--- config.mk ---
export PLATFORM = sky130hd
export DESIGN_NAME = radix4_booth_seq_mult
export DESIGN_NICKNAME = d
export VERILOG_FILES = /design/src/rtl/posit_mul_pkg.sv /design/src/rtl/radix4_booth_pp.sv /design/src/rtl/radix4_booth_seq_mult.sv
export SDC_FILE = /design/constraint.sdc
export NUM_CORES = 1
export LEC_CHECK = 0
export ABC_CLOCK_PERIOD_IN_PS = 5500
export BUFFER_PORTS_ARGS = -buffer_cell sky130_fd_sc_hd__buf_2
export CAP_MARGIN = 25
export CORE_UTILIZATION = 50
export CTS_CLUSTER_SIZE = 10
export DETAILED_ROUTE_END_ITERATION = 8
export GPL_TIMING_DRIVEN = 0
export PLACE_DENSITY = 0.78
export SLEW_MARGIN = 0
export SYNTH_ARGS = -nofsm -noshare
export SYNTH_HDL_FRONTEND = slang
export SYNTH_SLANG_ARGS = --single-unit
--- constraint.sdc ---
create_clock -name clk -period 5.5 [get_ports clk]
set_clock_uncertainty 0.15 [all_clocks]
set_input_delay 0.275 -clock clk [delete_from_list [all_inputs] [get_ports clk]]
set_output_delay 0.275 -clock clk [all_outputs]
set_load 0.05 [all_outputs]
--- src/rtl/posit_mul_pkg.sv ---
// Shared types for the posit mantissa multiplier: Booth digits, FSM states and the radix-4 recoder.
package posit_mul_pkg;

  typedef enum logic [2:0] {ZERO, POS1, POS2, NEG1, NEG2} booth_digit_t;

  typedef enum logic [1:0] {IDLE, RUN, DONE} state_t;

  // grp = {b[2i+1], b[2i], b[2i-1]}
  function automatic booth_digit_t booth_recode(input logic [2:0] grp);
    booth_digit_t d;
    case (grp)
      3'b001, 3'b010: d = POS1;
      3'b011:         d = POS2;
      3'b100:         d = NEG2;
      3'b101, 3'b110: d = NEG1;
      default:        d = ZERO;
    endcase
    return d;
  endfunction

endpackage

--- src/rtl/radix4_booth_pp.sv ---
// Booth partial product: digit * a as a (WIDTH+2)-bit signed value, purely combinational.
module radix4_booth_pp
  import posit_mul_pkg::*;
#(
  parameter int WIDTH = 8
) (
  input  logic [WIDTH-1:0]        a,
  input  booth_digit_t            digit,
  output logic signed [WIDTH+1:0] pp
);

  logic signed [WIDTH+1:0] ax;

  assign ax = signed'({2'b00, a});

  always_comb begin
    pp = '0;
    case (digit)
      POS1:    pp = ax;
      POS2:    pp = ax <<< 1;
      NEG1:    pp = -ax;
      NEG2:    pp = -(ax <<< 1);
      default: pp = '0;
    endcase
  end

endmodule

--- src/rtl/radix4_booth_seq_mult.sv ---
// Sequential unsigned radix-4 Booth multiplier, one group per cycle, valid/ready on both sides.
// RADIX4_EARLY_TERM_EN: finish as soon as the remaining multiplier bits are all zero.
module radix4_booth_seq_mult
  import posit_mul_pkg::*;
#(
  parameter int WIDTH = 8
) (
  input  logic                 clk,
  input  logic                 rst,
  input  logic                 in_valid,
  output logic                 in_ready,
  input  logic [WIDTH-1:0]     a,
  input  logic [WIDTH-1:0]     b,
  output logic                 out_valid,
  input  logic                 out_ready,
  output logic [2*WIDTH-1:0]   product
);

  localparam int NGRP = WIDTH / 2 + 1;
  localparam int GW   = $clog2(NGRP + 1);
  localparam int AW   = 2 * WIDTH + 2;

  state_t                  state, state_nxt;
  logic [WIDTH-1:0]        a_q, b_q;
  logic [GW-1:0]           grp;
  logic signed [AW-1:0]    acc;
  logic [WIDTH+2:0]        b_rec;
  logic [2:0]              grp_bits;
  booth_digit_t            digit;
  logic signed [WIDTH+1:0] pp;
  logic signed [AW-1:0]    pp_sh;
  logic                    last_grp;

  // Two zero bits on top make the unsigned multiplier recode as a positive number.
  assign b_rec = {2'b00, b_q, 1'b0};

  always_comb begin
    grp_bits = 3'(b_rec >> (2 * int'(grp)));
    digit    = booth_recode(grp_bits);
    pp_sh    = AW'(pp) <<< (2 * int'(grp));
    last_grp = (int'(grp) == NGRP - 1);
`ifdef RADIX4_EARLY_TERM_EN
    last_grp = last_grp || ((b_q >> (2 * int'(grp) + 1)) == '0);
`endif
  end

  radix4_booth_pp #(.WIDTH(WIDTH)) u_pp (
    .a     (a_q),
    .digit (digit),
    .pp    (pp)
  );

  always_comb begin
    state_nxt = state;
    case (state)
      IDLE:    if (in_valid)  state_nxt = RUN;
      RUN:     if (last_grp)  state_nxt = DONE;
      DONE:    if (out_ready) state_nxt = IDLE;
      default: state_nxt = IDLE;
    endcase
    in_ready  = (state == IDLE);
    out_valid = (state == DONE);
    product   = out_valid ? acc[2*WIDTH-1:0] : '0;
  end

  always_ff @(posedge clk) begin
    if (rst) begin
      state <= IDLE;
      acc   <= '0;
      grp   <= '0;
      a_q   <= '0;
      b_q   <= '0;
    end else begin
      state <= state_nxt;
      case (state)
        IDLE: if (in_valid) begin
          a_q <= a;
          b_q <= b;
          acc <= '0;
          grp <= '0;
        end
        RUN: begin
          acc <= acc + pp_sh;
          grp <= grp + 1'b1;
        end
        default: ;
      endcase
    end
  end

endmodule

==> summary.txt <==
Status -> complete, but fails checks
Failing checks -> DRC
# Post-CTS Setup Buffers -> 0
Unrepaired setup endpoints after global routing -> no
H-tree Lvls -> 2
Area grow syn2layout -> 13.17%
Synthesized Nets -> 453
Reg-to-Reg End -> acc[10]
Core Area -> 5886 µm²
Remaining Overflow, GRT -> 0
Number of global-route vias before repair -> 2723
Cells after Synth -> 413
Hold Fails Final Rpt -> 0
CTS tree -> built
Tmin final -> 5.157 ns
Critical-path maximum fanout -> 10
Worst hold path stage count -> 3
Clk pin slew, worst setup/hold paths -> 0.08 ns
Number of max-cap violations -> 0
Final setup viols -> 0
Min-delay src -> b[0]
#FFs+latches synth -> 37
Power density cells -> 219.6 nW/µm²
Main synth FF type -> dfxtp_1
Antenna-violating nets left -> 0
Die footprint -> 6397 µm²
Leak -> 0.001554 µW
CP endpoint kind -> flop
Average size of a mapped cell -> 7.362 µm²
Via count -> 3162
Hpwl dp -> 6121 µm
Total routed wirelength -> 8147 µm
Post-place setup slack -> 0.1893 ns
Fraction of final layout cells sized beyond drive strength 1 -> 13.35%
Req. time, crit path -> 5.55 ns
Post-synth EDFFs -> 0
Sink Count -> 37
Initial Util -> 51.66%
Later-pin clock latency in the skew report -> 0.31 ns
CTS Root Cell -> clkbuf_8
Largest net degree at the start of global routing -> 14
Async SR Flop Fraction -> 0%
Max VDD drop -> 0.1186 mV
IO Count -> 38
First-pass GRT wire length -> 13080 µm
Starting DRT DRC Count -> 248
Fin Setup TNS -> 0 ns
R2R Setup Slk -> 0.34 ns
Fill cells -> 563
Row count -> 28
Critical Path AT -> 5.21 ns
Placer Congestion -> 0.9363
DR WL/cell -> 15.31 µm
TritonRoute pass-1 iters -> 7
Post-synthesis sequential area ratio -> 24.36%
Final Power -> 755.5 µW
Worst-Margin Slew -> 0.6992 ns
Final WS setup -> 0.3433 ns
Fin nets -> 496
Startpoint types -> flop
Die Span X -> 79.98 µm
Maximum clock path buffer count -> 2
Cell area after synthesis -> 3040 µm²
CTS Buf Count -> 5
Fmax -> 193.9 MHz
Hold crit path type -> in -> reg
Max-slew violations -> 0
Reg area -> 740.7 µm²
Vias/cell -> 5.944
Synth cell types -> 56
R2R cell count -> 15
Final period utilization -> 93.76%
Total track usage -> 26.55%
Port bufs -> 36
DRC Markers -> 1
Setup CP Type -> reg -> reg
Relative slew slack -> 52.79%
Height of the die -> 79.98 µm
Antenna diodes -> 0
Worst reg2reg startpoint -> grp[0]
Initial antenna violation count -> 0
Worst Hold Path EP -> b_q[0]
Ys Warns -> 0
Multi-input gate area -> 2188 µm²
==> per-layer routing <==
layer	vias to the layer above	wire [µm]	global-route usage (%)
met3	15	491	5.943
met5	-	0	0
li1	1580	-	-
met2	115	3669	40.68
met1	1452	3812	36.49
met4	0	175	8.929
==> cells by family (layout without fill, tap and decap cells) <==
kind of cell | Yosys count | after routing | share of synthesized area, %
multiplexers | 9 | 9 | 3.909
buffers and inverters | 32 | 76 | 4.033
flip-flops | 37 | 37 | 24.36
adder cells (fa/ha/maj) | 20 | 20 | 8.477
AO/OA/AOI/OAI | 121 | 121 | 25.93
AND/OR/NAND/NOR | 180 | 180 | 29.26
XOR/XNOR | 14 | 14 | 4.033
==> area by class of cell <==
type / instances / area share, %
sequential: 37 / 21.53
timing repair buffer: 36 / 5.236
buffer: 26 / 2.909
tap: 75 / 2.727
clock inverter: 3 / 1.345
inverter: 6 / 0.6545
clock buffer: 5 / 2.000
multi-input combinational: 344 / 63.60
==> where the power goes <==
group          switching (µW)  internal (µW)
logic                     126           81.6
registers                15.9            281
clock network             115            136
==> cells in the mapped netlist (all sizes together), types with 7 or more instances <==
cell | instances | area share (%)
nand2 | 63 | 7.8
a21oi | 46 | 7.6
dfxtp | 37 | 24
nor2 | 30 | 3.7
and2 | 20 | 4.1
clkbuf | 20 | 2.5
ha | 19 | 7.8
nand3 | 17 | 2.8
o21ai | 17 | 2.8
nor3 | 14 | 2.7
a21o | 9 | 2.2
xnor2 | 9 | 2.6
o31ai | 8 | 2.0
o22ai | 7 | 1.4
==> repair_timing <==
action | in CTS | in global routing
hold buffers | 0 | 0
setup endpoints to repair | 0 | 4
resized for setup | 0 | 3
==> how the worst max path moves through the flow <==
stage,startpoint,to,slack (ns),cells after the start
after floorplan,grp[0],acc[10],0.89,15
after global placement,grp[0],acc[10],0.23,15
after detailed placement,grp[0],acc[10],0.19,15
after CTS,grp[0],acc[10],0.12,15
after global routing,grp[0],acc[15],0.12,16
final,grp[0],acc[10],0.34,15
==> worst max-delay path, cell delays in order, from the launching register on <==
cell       delay, ns
dfxtp_1         0.51
mux4_2          0.58
xor2_1          0.26
clkbuf_1        0.36
o31ai_1         0.13
a211oi_1        0.52
mux2_2          0.27
nor2_1          0.05
ha_1            0.34
a21o_1          0.20
a21oi_1         0.22
o21bai_1        0.14
a2111oi_2       0.54
o31ai_1         0.20
or3_1           0.33
a32o_1          0.24
==> stage by stage <==
| step | cell area [µm²] | hold WS, ns | cells | utilization (%) |
|---|---|---|---|---|
| 2_1_floorplan | 3040 | 0.2610 | 413 | - |
| 3_3_place_gp | 3314 | 0.3117 | 524 | 56.31 |
| 3_5_place_dp | 3314 | 0.3171 | 524 | 56.31 |
| 4_1_cts | 3430 | 0.04314 | 532 | 58.27 |
| 5_1_grt | 3441 | 0.05138 | 532 | 58.46 |
| 6_report | 3441 | 0.04396 | 532 | 58.46 |
==> sequential cells by signal, indices dropped and copies added (netlist names) <==
register  cells
a_q           8
acc          16
b_q           8
grp           3
state         2
==> layout by cell type, fill, tap and decap left out, drive strengths merged, types with 2 or more instances in the layout <==
| cell type | synthesis | final |
|---|---|---|
| o22ai | 7 | 7 |
| ha | 19 | 19 |
| nor3b | 4 | 4 |
| a211o | 3 | 3 |
| and3 | 2 | 2 |
| a32oi | 2 | 2 |
| a21o | 9 | 9 |
| and2 | 20 | 20 |
| mux4 | 2 | 2 |
| mux2i | 4 | 4 |
| clkbuf | 20 | 25 |
| nor4bb | 2 | 2 |
| inv | 6 | 6 |
| nand3 | 17 | 17 |
| xor2 | 5 | 5 |
| nor2b | 6 | 6 |
| buf | 6 | 42 |
| nor4 | 3 | 3 |
| a22oi | 6 | 6 |
| xnor2 | 9 | 9 |
| a22o | 3 | 3 |
| or3 | 5 | 5 |
| nand2 | 63 | 63 |
| o311ai | 2 | 2 |
| o31ai | 8 | 8 |
| or2 | 4 | 4 |
| o21ai | 17 | 17 |
| dfxtp | 37 | 37 |
| nor2 | 30 | 30 |
| a211oi | 5 | 5 |
| a2111oi | 2 | 2 |
| mux2 | 3 | 3 |
| nand2b | 6 | 6 |
| a21oi | 46 | 46 |
| nor3 | 14 | 14 |
Power figures use the tool's default switching activity.
